**config.mk**
```make
export PLATFORM = sky130hd
export DESIGN_NAME = jtag_axi_dr_regs
export DESIGN_NICKNAME = d
export VERILOG_FILES = /design/src/rtl/jtag_axi_pkg.sv /design/src/rtl/jtag_dr_shift.sv /design/src/rtl/jtag_axi_dr_regs.sv
export SDC_FILE = /design/constraint.sdc
export NUM_CORES = 1
export LEC_CHECK = 0
export ABC_AREA = 1
export ABC_CLOCK_PERIOD_IN_PS = 3660
export CELL_PAD_IN_SITES_DETAIL_PLACEMENT = 1
export CELL_PAD_IN_SITES_GLOBAL_PLACEMENT = 2
export CORE_MARGIN = 2
export CORE_UTILIZATION = 36
export DETAILED_ROUTE_END_ITERATION = 12
export HOLD_SLACK_MARGIN = 0.12
export PLACE_DENSITY_LB_ADDON = 0.2
export SLEW_MARGIN = 0
export SYNTH_ARGS = -nofsm -noshare
export SYNTH_HDL_FRONTEND = slang
export SYNTH_SLANG_ARGS = --single-unit
```
**constraint.sdc**
```tcl
create_clock -name tck -period 3.66 [get_ports tck]
set_input_delay 1.098 -clock tck [delete_from_list [all_inputs] [get_ports tck]]
set_output_delay 1.098 -clock tck [all_outputs]
set_load 0.01 [all_outputs]
```
**src/rtl/jtag_axi_pkg.sv**
```systemverilog
// ============================================================================
// Module      : jtag_axi_pkg
// Description : Shared types, status codes and DR widths for the JTAG-to-AXI
//               bridge data registers.
// Revision    : 1.0 - initial release
// ============================================================================
`default_nettype none

package jtag_axi_pkg;

    typedef enum logic [3:0] {
        JTAG_IDLE       = 4'd0,
        JTAG_RUNNING    = 4'd1,
        JTAG_TIMEOUT_AW = 4'd2,
        JTAG_TIMEOUT_W  = 4'd3,
        JTAG_TIMEOUT_B  = 4'd4,
        JTAG_TIMEOUT_AR = 4'd5,
        JTAG_TIMEOUT_R  = 4'd6,
        JTAG_OKAY       = 4'd7,
        JTAG_SLVERR     = 4'd8,
        JTAG_DECERR     = 4'd9
    } jtag_status_e;

    typedef struct packed {
        logic [2:0] size;
        logic       txn_type;
        logic       start;
    } s_axi_jtag_ctrl_t;

    // ctrl sits at the LSB end so it is the first field shifted in/out
    typedef struct packed {
        logic [31:0]      addr;
        logic [31:0]      data_wr;
        s_axi_jtag_ctrl_t ctrl;
    } s_axi_jtag_info_t;

    typedef struct packed {
        jtag_status_e status;
        logic [31:0]  data_rd;
    } s_axi_jtag_status_t;

    typedef logic [3:0] axi_afifo_t;

    localparam int JTAG_INFO_DR_W   = $bits(s_axi_jtag_info_t);
    localparam int JTAG_STATUS_DR_W = $bits(axi_afifo_t) + $bits(s_axi_jtag_status_t);

    // A response may only be popped once the dispatch stage has a final result
    function automatic logic status_poppable(input jtag_status_e s);
        return !(s inside {JTAG_IDLE, JTAG_RUNNING, JTAG_TIMEOUT_AW, JTAG_TIMEOUT_W,
                           JTAG_TIMEOUT_B, JTAG_TIMEOUT_AR, JTAG_TIMEOUT_R});
    endfunction

endpackage

`default_nettype wire

```
**src/rtl/jtag_dr_shift.sv**
```systemverilog
// ============================================================================
// Module      : jtag_dr_shift
// Description : Parameterised JTAG data register with capture/shift control
//               and a saturating shift-length counter.
// Revision    : 1.0 - initial release
// ============================================================================
`default_nettype none

module jtag_dr_shift #(
    parameter int W = 8
) (
    input  logic                     tck,
    input  logic                     trstn,
    input  logic                     sel,
    input  logic                     capture,
    input  logic                     shift,
    input  logic                     tdi,
    input  logic [W-1:0]             cap_data,
    output logic [W-1:0]             sr,
    output logic [$clog2(W+2)-1:0]   cnt
);

    localparam int CW = $clog2(W+2);
    localparam logic [CW-1:0] CNT_MAX = CW'(W + 1);

    always_ff @(posedge tck or negedge trstn) begin
        if (!trstn) begin
            sr  <= '0;
            cnt <= '0;
        end else if (sel) begin
            if (capture) begin
                sr  <= cap_data;
                cnt <= '0;
            end else if (shift) begin
                sr <= {tdi, sr[W-1:1]};
                // W+1 is enough to tell "exact" from "too long"
                if (cnt != CNT_MAX) begin
                    cnt <= cnt + 1'b1;
                end
            end
        end
    end

endmodule

`default_nettype wire

```
**src/rtl/jtag_axi_dr_regs.sv**
```systemverilog
// ============================================================================
// Module      : jtag_axi_dr_regs
// Description : AXI_INFO / AXI_STATUS JTAG data registers with request commit,
//               response pop and shift-length error tracking.
// Revision    : 1.0 - initial release
// ============================================================================
`default_nettype none

module jtag_axi_dr_regs
    import jtag_axi_pkg::*;
#(
    parameter int INFO_DR_W   = $bits(s_axi_jtag_info_t),
    parameter int STATUS_DR_W = $bits(axi_afifo_t) + $bits(s_axi_jtag_status_t)
) (
    input  logic               tck,
    input  logic               trstn,
    input  logic               tdi,
    output logic               tdo_o,
    input  logic               capture_dr_i,
    input  logic               shift_dr_i,
    input  logic               update_dr_i,
    input  logic               sel_info_i,
    input  logic               sel_status_i,
    output s_axi_jtag_info_t   axi_info_o,
    output logic               axi_req_new_o,
    output logic               axi_status_rd_o,
    input  s_axi_jtag_status_t jtag_status_i,
    input  axi_afifo_t         afifo_slots_i,
    output logic               dr_err_o
);

    localparam int ICW = $clog2(INFO_DR_W + 2);
    localparam int SCW = $clog2(STATUS_DR_W + 2);
    localparam logic [ICW-1:0] INFO_LEN   = ICW'(INFO_DR_W);
    localparam logic [SCW-1:0] STATUS_LEN = SCW'(STATUS_DR_W);

    logic [INFO_DR_W-1:0]   info_sr;
    logic [STATUS_DR_W-1:0] status_sr;
    logic [ICW-1:0]         info_cnt;
    logic [SCW-1:0]         status_cnt;
    s_axi_jtag_info_t       info_q;
    jtag_status_e           cap_status;
    logic                   bypass;
    logic                   no_sel;

    assign no_sel = !sel_info_i && !sel_status_i;
    assign info_q = info_sr;

    jtag_dr_shift #(.W(INFO_DR_W)) u_info_dr (
        .tck      (tck),
        .trstn    (trstn),
        .sel      (sel_info_i),
        .capture  (capture_dr_i),
        .shift    (shift_dr_i),
        .tdi      (tdi),
        .cap_data (INFO_DR_W'(axi_info_o)),
        .sr       (info_sr),
        .cnt      (info_cnt)
    );

    jtag_dr_shift #(.W(STATUS_DR_W)) u_status_dr (
        .tck      (tck),
        .trstn    (trstn),
        .sel      (sel_status_i),
        .capture  (capture_dr_i),
        .shift    (shift_dr_i),
        .tdi      (tdi),
        .cap_data (STATUS_DR_W'({afifo_slots_i, jtag_status_i.status, jtag_status_i.data_rd})),
        .sr       (status_sr),
        .cnt      (status_cnt)
    );

    always_comb begin
        tdo_o = bypass;
        if (sel_info_i) begin
            tdo_o = info_sr[0];
        end else if (sel_status_i) begin
            tdo_o = status_sr[0];
        end
    end

    always_ff @(posedge tck or negedge trstn) begin
        if (!trstn) begin
            axi_info_o      <= '0;
            axi_req_new_o   <= 1'b0;
            axi_status_rd_o <= 1'b0;
            dr_err_o        <= 1'b0;
            cap_status      <= JTAG_IDLE;
            bypass          <= 1'b0;
        end else begin
            axi_req_new_o   <= 1'b0;
            axi_status_rd_o <= 1'b0;

            // start=1 image is visible only during the request pulse
            if (axi_req_new_o) begin
                axi_info_o.ctrl.start <= 1'b0;
            end

            if (capture_dr_i) begin
                if (no_sel) begin
                    bypass <= 1'b0;
                end
                if (sel_status_i) begin
                    cap_status <= jtag_status_i.status;
                end
                if (sel_info_i && !axi_info_o.ctrl.start) begin
                    dr_err_o <= 1'b0;
                end
            end

            if (shift_dr_i && no_sel) begin
                bypass <= tdi;
            end

            if (update_dr_i && sel_info_i) begin
                if (info_cnt == INFO_LEN) begin
                    axi_info_o    <= info_q;
                    axi_req_new_o <= info_q.ctrl.start;
                end else begin
                    dr_err_o <= 1'b1;
                end
            end

            if (update_dr_i && sel_status_i) begin
                if (status_cnt >= STATUS_LEN) begin
                    axi_status_rd_o <= status_poppable(cap_status);
                end else begin
                    dr_err_o <= 1'b1;
                end
            end
        end
    end

endmodule

`default_nettype wire

```
Word level (Yosys, flattened, before mapping)
Index checks and enable logic that the tools add are counted.
{"block": "totals", "word_cells": 77, "ff_bits": 199, "out_inout_bits": 73, "inputBits": 48}
{"block": "op_classes", "mux": 28, "magnitude_cmp": 1, "eq_ne": 9, "n_addsub": 2, "reduce_logical": 23}
{"cell": "2-to-1 mux 69 bit", "count": 2}
{"cell": "2-to-1 mux 40 bit", "count": 2}
{"cell": "2-to-1 mux 7 bit", "count": 3}
{"cell": "2-to-1 mux 1 bit", "count": 18}
{"cell": "2-to-1 mux 6 bit", "count": 3}
{"cell": "equality test 4 x 3 -> 1 bit (second input constant)", "count": 3}
{"cell": "AND reduction 2 bit", "count": 5}
{"cell": "nonzero test 2 bit", "count": 5}
{"cell": "equality test 4 x 2 -> 1 bit (second input constant)", "count": 2}
{"cell": "adder 7 x 1 -> 7 bit (second input constant)", "count": 1}
{"cell": "equality test 7 bit (second input constant)", "count": 1}
{"cell": "!= test 7 bit (second input constant)", "count": 1}
{"cell": "nonzero test 7 bit", "count": 1}
{"cell": "adder 6 x 1 -> 6 bit (second input constant)", "count": 1}
{"cell": "greater-or-equal comparator 6 bit (second input constant)", "count": 1}
{"cell": "!= test 6 bit (second input constant)", "count": 1}
{"cell": "AND reduction 3 bit", "count": 2}
{"cell": "logical AND 1 bit", "count": 5}
{"cell": "equality test 4 x 1 -> 1 bit (second input constant)", "count": 1}
{"cell": "zero test 1 bit", "count": 4}
{"cell": "zero test 4 bit", "count": 1}

Depth between registers and ports, before layout
{"block": "depth", "word_depth": 8, "depth_mapped": 10, "depth_no_buf": 8}

Hierarchy
Synthesis repeated with hierarchy kept, for this count alone.
{"block": "hier_totals", "cells_unflattened": 1098, "hier_area_um2": 9416.5}
{"mod": "jtag_dr_shift at u_info_dr", "area_per_inst_um2": 3729.8, "seq_area_each_um2": 1901.8, "instances": 1, "cells_per_inst": 432}
{"mod": "jtag_axi_dr_regs", "area_per_inst_um2": 3296.9, "seq_area_each_um2": 1926.8, "instances": 1, "cells_per_inst": 356}
{"mod": "jtag_dr_shift at u_status_dr", "area_per_inst_um2": 2389.8, "seq_area_each_um2": 1151.1, "instances": 1, "cells_per_inst": 310}

Least setup slack after synthesis
OpenSTA, ideal clock, no wires.
{"block": "synth_timing", "path_kind": "in2out", "startpoint": "in sel_status_i", "endpoint": "out tdo_o", "n_path_buf": 0, "slack_ns": 1.007, "arrival_time_ns": 1.555, "path_stages": 4, "path_cell_list": "inv_1 o21ai_0 a21oi_1 a21oi_1"}
{"block": "synth_between", "elab_chain_len": 2}
{"item": "start, declared", "line": "jtag_axi_dr_regs.sv:23", "source": "input logic sel_status_i,"}
{"item": "2-to-1 mux 1 bit", "line": "jtag_axi_dr_regs.sv:77", "source": "end else if (sel_status_i) begin"}
{"item": "2-to-1 mux 1 bit", "line": "jtag_axi_dr_regs.sv:75", "source": "if (sel_info_i) begin"}
{"item": "end, declared", "line": "jtag_axi_dr_regs.sv:18", "source": "output logic tdo_o,"}
Every way passes these cells.

Worst setup path after layout
Same ends and word-level chain as after synthesis.

==> metrics.md <==
| Metric | Value |
|---|---|
| I/O Pins | `121` |
| Die ar. | `between 20000 and 30000 um2` |
| Setup bufs post-CTS | `0` |
| Syn Area/Cell | `approximately 9 um2` |
| Cell Area, Synth | `8810 um2` |
| Max-cap viol count | `0` |
| Xor/xnor share of the synthesized area | `0.199%` |
| DP HPWL | `13200 um` |
| Post-CTS Hold Fix Bufs | `0` |
| Area growth, synth to finish | `24.5%` |
| Final worst path period share | `~88%` |
| Switch Pwr | `1.30 mW` |
| Most frequent cells in the layout | `229 x nand2_1, 199 x dfrtp_1, 170 x o21ai_0, 122 x inv_1, 118 x clkdlybuf4s50_1` |
| First-pass GRT wire length | `35300 um` |
| Filler Cells Inserted | `2772` |
| Final setup fails | `0` |
| Simple-Gate Fraction of Synth Area | `12.4%` |
| Wirelength per Cell | `14.5 um` |
| Cts bufs inserted | `17` |
| Internal power | `3.72 mW` |
| HP Class | `flip-flop to flip-flop` |
| Initial antenna violation count | `0` |
| Die X | `160 um` |
| Sink Count | `199` |
| Core Box Area | `24200 um2` |
| Layout cell share with drive strength beyond 1 | `around 5.5%` |
| Synth cell types | `27` |
| Slew @ Worst Pin | `623 ps` |
| Number of global-route vias before repair | `7009` |
| Critical path's slowest cell | `clkdlybuf4s50_1` |
| Dominant cells by area after synthesis | `dfrtp_1 57%, nand2_1 9.8%, o21ai_0 9.7%` |
| CP Cell Sequence | `clkdlybuf4s50_1 > inv_1 > buf_4 > a21oi_1 > a21oi_1 > dlymetal6s2s_1` |
| CP max stage delay | `470 ps` |
| CTS tree | `yes` |
| Worst rel slew slack | `between 50 and 60%` |
| DRT antenna net count | `0` |
| Gr usage total | `16.6%` |
| Most common cell after layout, fill and taps aside | `nand2_1` |
| Syn. warnings | `0` |
| Grt total ovfl | `0` |
| Cell taking the most area after synthesis | `dfrtp_1` |
| IO buf count | `120` |
| Yosys top cell area share | `56.5%` |
| Final Hold Viols | `0` |
| Arrival @ worst endpoint | `2130 ps` |
| Gp weighted congestion | `0.732` |
| PwrDens | `458 nW/um2` |
| DRC violations left | `0` |
| Sequential power share | `between 40% and 50%` |
| Yosys reg bits | `a little under 200` |
| Initial Util | `36.4%` |
| Detailed-route via count | `6849` |
| Combinational power share | `11.3%` |
| Die height | `160 um` |
| Final Non-Filler Cells | `1406` |
| Sw Share | `25.9%` |
| Util after Layout | `a little under half` |
| Clk_lat worst skew | `430 ps` |
| Hold_ws | `483 ps` |
| CP Capture Type | `primary output` |
| Inst Count DP | `1374` |
| Clk slew on worst S/H paths | `around 70 ps` |
| CP Launch Type | `input port` |
| Static leakage | `4.88 nW` |
| Clock power frac | `about two fifths` |
| Synthesized instance count | `980` |
| Clk root buf | `clkbuf_16` |
| # diodes | `0` |
| Longest Clk Path Bufs | `2` |
| H-tree Lvls | `4` |
| Final #Nets | `between 1000 and 1500` |
| CTS resizes | `0` |
| Multiplexer share of the synthesized area | `0%` |
| Setup TNS | `0 ps` |
| Seq/Total Area, Yosys | `56.5%` |
| DR pass1 iterations | `4` |
| Row count | `57` |
| Initial DRC count | `around 290` |
| Crit-path most repeated cell | `a21oi_1` |
| Main combinational cell family by area after synthesis | `compound AO/OA/AOI/OAI gates` |
| Critical Path Fanout Max | `3` |
| RSZ-0062 raised after global routing | `no` |
| Clock Skews | `14.1 ps` |
| Setup Crit Path Kind | `input port to primary output` |
| Post-synthesis compound-gate area fraction | `20.6%` |
| Fin crit period | `approximately 3200 ps` |
| WL final | `20400 um` |
| VDD IR max | `roughly 0.27 mV` |
| Required @ worst endpoint | `2560 ps` |
| Max-slew violations | `0` |
| Final Power | `5.02 mW` |
| Peak Freq | `roughly 310 MHz` |
| Vias per std cell | `between 4 and 5` |
| Largest net degree at the start of global routing | `a little over 100` |
| Synthesized Nets | `1034` |
| Adder-Cell Fraction of Synth Area | `less than 1%` |
| Status | `completed` |
[power groups by stage]
| stage | registers [mW] | clock network [mW] | logic (mW) |
|---|---|---|---|
| after detailed placement | 2.49 | 0 | 0.578 |
| after floorplan | 2.47 | 0 | 0.374 |
| final | 2.44 | 2.01 | 0.567 |
| after global routing | 2.46 | 2.16 | 0.669 |
| after global placement | 2.48 | 0 | 0.567 |
| after CTS | 2.45 | 2.08 | 0.585 |
[registers in the layout (all words and copies together), names as in the netlist]
signal / cells
dr_err_o: 1
u_info_dr.cnt: 7
u_info_dr.sr: 69
u_status_dr.sr: 40
bypass: 1
axi_status_rd_o: 1
u_status_dr.cnt: 6
axi_info_o: 69
cap_status: 4
axi_req_new_o: 1
[logic make-up after synthesis]
logic type / count (synthesis)
and+or+nand+nor: 273
buffers and inverters: 192
adders and majority gates: 6
DFF: 199
xor gates and xnor gates: 2
AOI/OAI and AO/OA: 308
[routing by layer]
metal  track usage [%]  vias to the layer above  part of all wire, %
li1                  -                     3401                    -
met1              22.4                     3358                   48
met2              27.3                       81                   47
met3              3.93                        9                  3.5
met4              3.93                        0                 0.78
met5                 0                        -                    0
[area by class of cell]
type / instances / area [um2] / area share, %
Clock buffer: 19 / 453 / 4.13
Tap cell: 324 / 405 / 3.70
Timing Repair Buffer: 138 / 1460 / 13.3
Clock inverter: 13 / 184 / 1.68
Multi-Input combinational cell: 589 / 3020 / 27.5
Inverter: 124 / 470 / 4.29
Sequential cell: 199 / 4980 / 45.4
[cell usage after synthesis (all sizes together)]
| cell type | count |
|---|---|
| nand2 | 229 |
| dfrtp | 199 |
| o21ai | 191 |
| inv | 124 |
| o211ai | 101 |
| buf | 42 |
| clkbuf | 26 |
| nor2 | 22 |
| nand3 | 15 |
| a21oi | 6 |
| ha | 6 |
| a31oi | 5 |
| nand4 | 3 |
| o21bai | 3 |
| nand3b | 2 |
| xor2 | 2 |
| and3 | 1 |
| nor3b | 1 |
| o21a | 1 |
| o31ai | 1 |
[worst max-delay path: cells and delay by family]
family                 cells  cell delay (ps)
AOI/OAI and AO/OA          2              190
buffers and inverters      4              840
[final timing paths]
kind | startpoint | to | slack, ps | cells past startpoint
max in group asynchronous | trstn | axi_info_o[64] | 2260 | 2
worst min register to register | cap_status[3] | cap_status[3] | 480 | 2
worst max register to register | u_info_dr.cnt[4] | axi_info_o[68] | 1740 | 5
worst max-delay path | sel_status_i | tdo_o | 440 | 6
min in group asynchronous | trstn | u_info_dr.sr[50] | 710 | 1
worst min-delay path | cap_status[3] | cap_status[3] | 480 | 2
[metrics by stage]
step / setup slack, ps / area (um2)
finish: 437 / 11000
global route: 323 / 11000
CTS: 4.89 / 11000
detailed placement: 18.3 / 10300
global placement: 48.6 / 10300
floorplan: 1010 / 8810
(Power assumes the default switching activity.)
==> RTL change: new RTL, same flow settings <==
Reset style: synchronous (`trstn`), changed in 2 clocked blocks.
--- a/src/rtl/jtag_dr_shift.sv
+++ b/src/rtl/jtag_dr_shift.sv
@@ -25,3 +25,3 @@
 
-    always_ff @(posedge tck or negedge trstn) begin
+    always_ff @(posedge tck) begin
         if (!trstn) begin
--- a/src/rtl/jtag_axi_dr_regs.sv
+++ b/src/rtl/jtag_axi_dr_regs.sv
@@ -81,3 +81,3 @@
 
-    always_ff @(posedge tck or negedge trstn) begin
+    always_ff @(posedge tck) begin
         if (!trstn) begin
Formal check against the unedited RTL: differs if trstn is asserted again (counterexample within 4 cycles, from zero or initial values and one cycle with trstn low); with trstn held inactive, the same outputs for 4 cycles.
==> RTL change against the unedited design <==
  * Power fell by 8.5%
  * Hold slack got worse by 0.027 ns
  * Cell area fell by 8.8%
  * Sequential share of layout area fell by 5.6 points
  * Combinational power fell by 35%
  * Routed wire length rose by 11%
  * Die area fell by 8.7%
  * Fmax fell by 9.2%
  * Sequential cell count did not move
  * Critical path depth fell by 1
  * Clock power fell by 4%
  * Synthesized area fell by 8.9%
  * Setup slack got worse by 0.33 ns
  * Critical path type unchanged
  * Critical endpoint unchanged
  * Highest routed layer unchanged
==> RTL change: results (changes against the unedited design) <==
post-synth cell types 24 (was 27); reg-to-reg endpoint axi_info_o[39]$_SDFFE_PN0P_ (was axi_info_o[68]$_DFFE_PN0P_); Slew headroom 49.3% (was 58.5%); met1 usage 27.4% (was 22.4%); register area share after synthesis 49.6% (was 56.5%); prevailing post-synth register cell dfxtp_1 (was dfrtp_1); CP Max Fanout 5 (was 3); mux cell area share after synthesis 0% (unchanged); GRT Util Overall 19.4% (was 16.6%); post-place instance area 9400 um2 (was 10300 um2); Seq power 2.31 mW (was 2.44 mW); Worst Hold Slack 0.456 ns (was 0.483 ns); top post-synthesis cells by count nand2_1, dfxtp_1, o21ai_0 (was nand2_1, dfrtp_1, o21ai_0); compound-gate portion of the synthesized area 20.8% (was 20.6%); Leak 3.55 nW (was 4.88 nW); Max Clock Skew 0.0166 ns (was 0.0141 ns); Peak VDD IR 0.265 mV (was 0.269 mV); Post-Synth Adder-Cell Area 0.936% (was 0.852%); outcome finished clean (unchanged); Final HPWL DP 13600 um (was 13200 um); Fill cells 2695 (was 2772); synth top area cells dfxtp_1, nand2_1, o21ai_0, a31oi_1, nor2_1 (was dfrtp_1, nand2_1, o21ai_0, o211ai_1, inv_1); met3 usage 3.86% (was 3.93%); start of the worst register-to-register path u_info_dr.cnt[1]$_SDFFE_PN0P_ (was u_info_dr.cnt[4]$_DFFE_PN0P_); Num CTS Buffers 17 (unchanged); switching power 1.20 mW (was 1.30 mW); first-pass GRT wire length 38000 um (was 35300 um); DRT iter0 DRCs 316 (was 288); vias in the first global route 7474 (was 7009); HP Start cap_status[1]$_SDFFE_PN0P_ (was cap_status[3]$_DFFE_PN0P_); pre-CTS worst setup slack 0.121 ns (was 0.0183 ns); fin crit period 3.55 ns (was 3.22 ns); Crit path largest cell delay 0.55 ns (was 0.47 ns); HP Class reg -> reg (unchanged); CTS Buffer Depth 2 (unchanged); Reg2Reg Setup Slack 1.79 ns (was 1.74 ns); vias per std cell 5.10 (was 4.87); Async S/R FF share, synth 0% (was 100%); Syn Nets 1144 (was 1034); largest net degree at the start of global routing 112 (was 101); share of cells above drive strength 1 5.10% (was 5.55%); Final nets 1217 (was 1123); largest registers axi_info_o x69, u_info_dr.sr x69, u_status_dr.sr x40 (unchanged); met2 usage 30.8% (was 27.3%); sw frac 26.1% (was 25.9%)
==> RTL change: changes by cell type in the layout (fill, tap and decap cells not counted), sizes merged, moves of 7 or more <==
| cell | delta |
|---|---|
| o21ai | -7 |
| o211ai | -101 |
| inv | -91 |
| dfxtp | +199 |
| nor2 | +151 |
| nand2 | +37 |
| a31oi | +103 |
| dfrtp | -199 |
==> RTL change: per-stage QoR <==
stage / utilization [%] / std cells
6_report: 45.8 / 1456
5_1_grt: 45.8 / 1456
4_1_cts: 45.8 / 1456
3_5_place_dp: 43.1 / 1424
3_3_place_gp: 43.1 / 1424
2_1_floorplan: - / 1090
==> RTL change: cell type report <==
class,count,share of cell area (%)
Sequential cell,199,39.8
Multi-Input combinational cell,775,35.5
Timing Repair Buffer,138,13.9
Clock buffer,18,4.39
Tap cell,280,3.50
Clock inverter,14,1.59
Inverter,32,1.24
==> RTL change: per-layer routing <==
layer  wire [um]  vias to the layer above
met5           0                        -
met3         883                       15
li1            -                     3778
met2       10100                      102
met1       11400                     3525
met4         208                        0
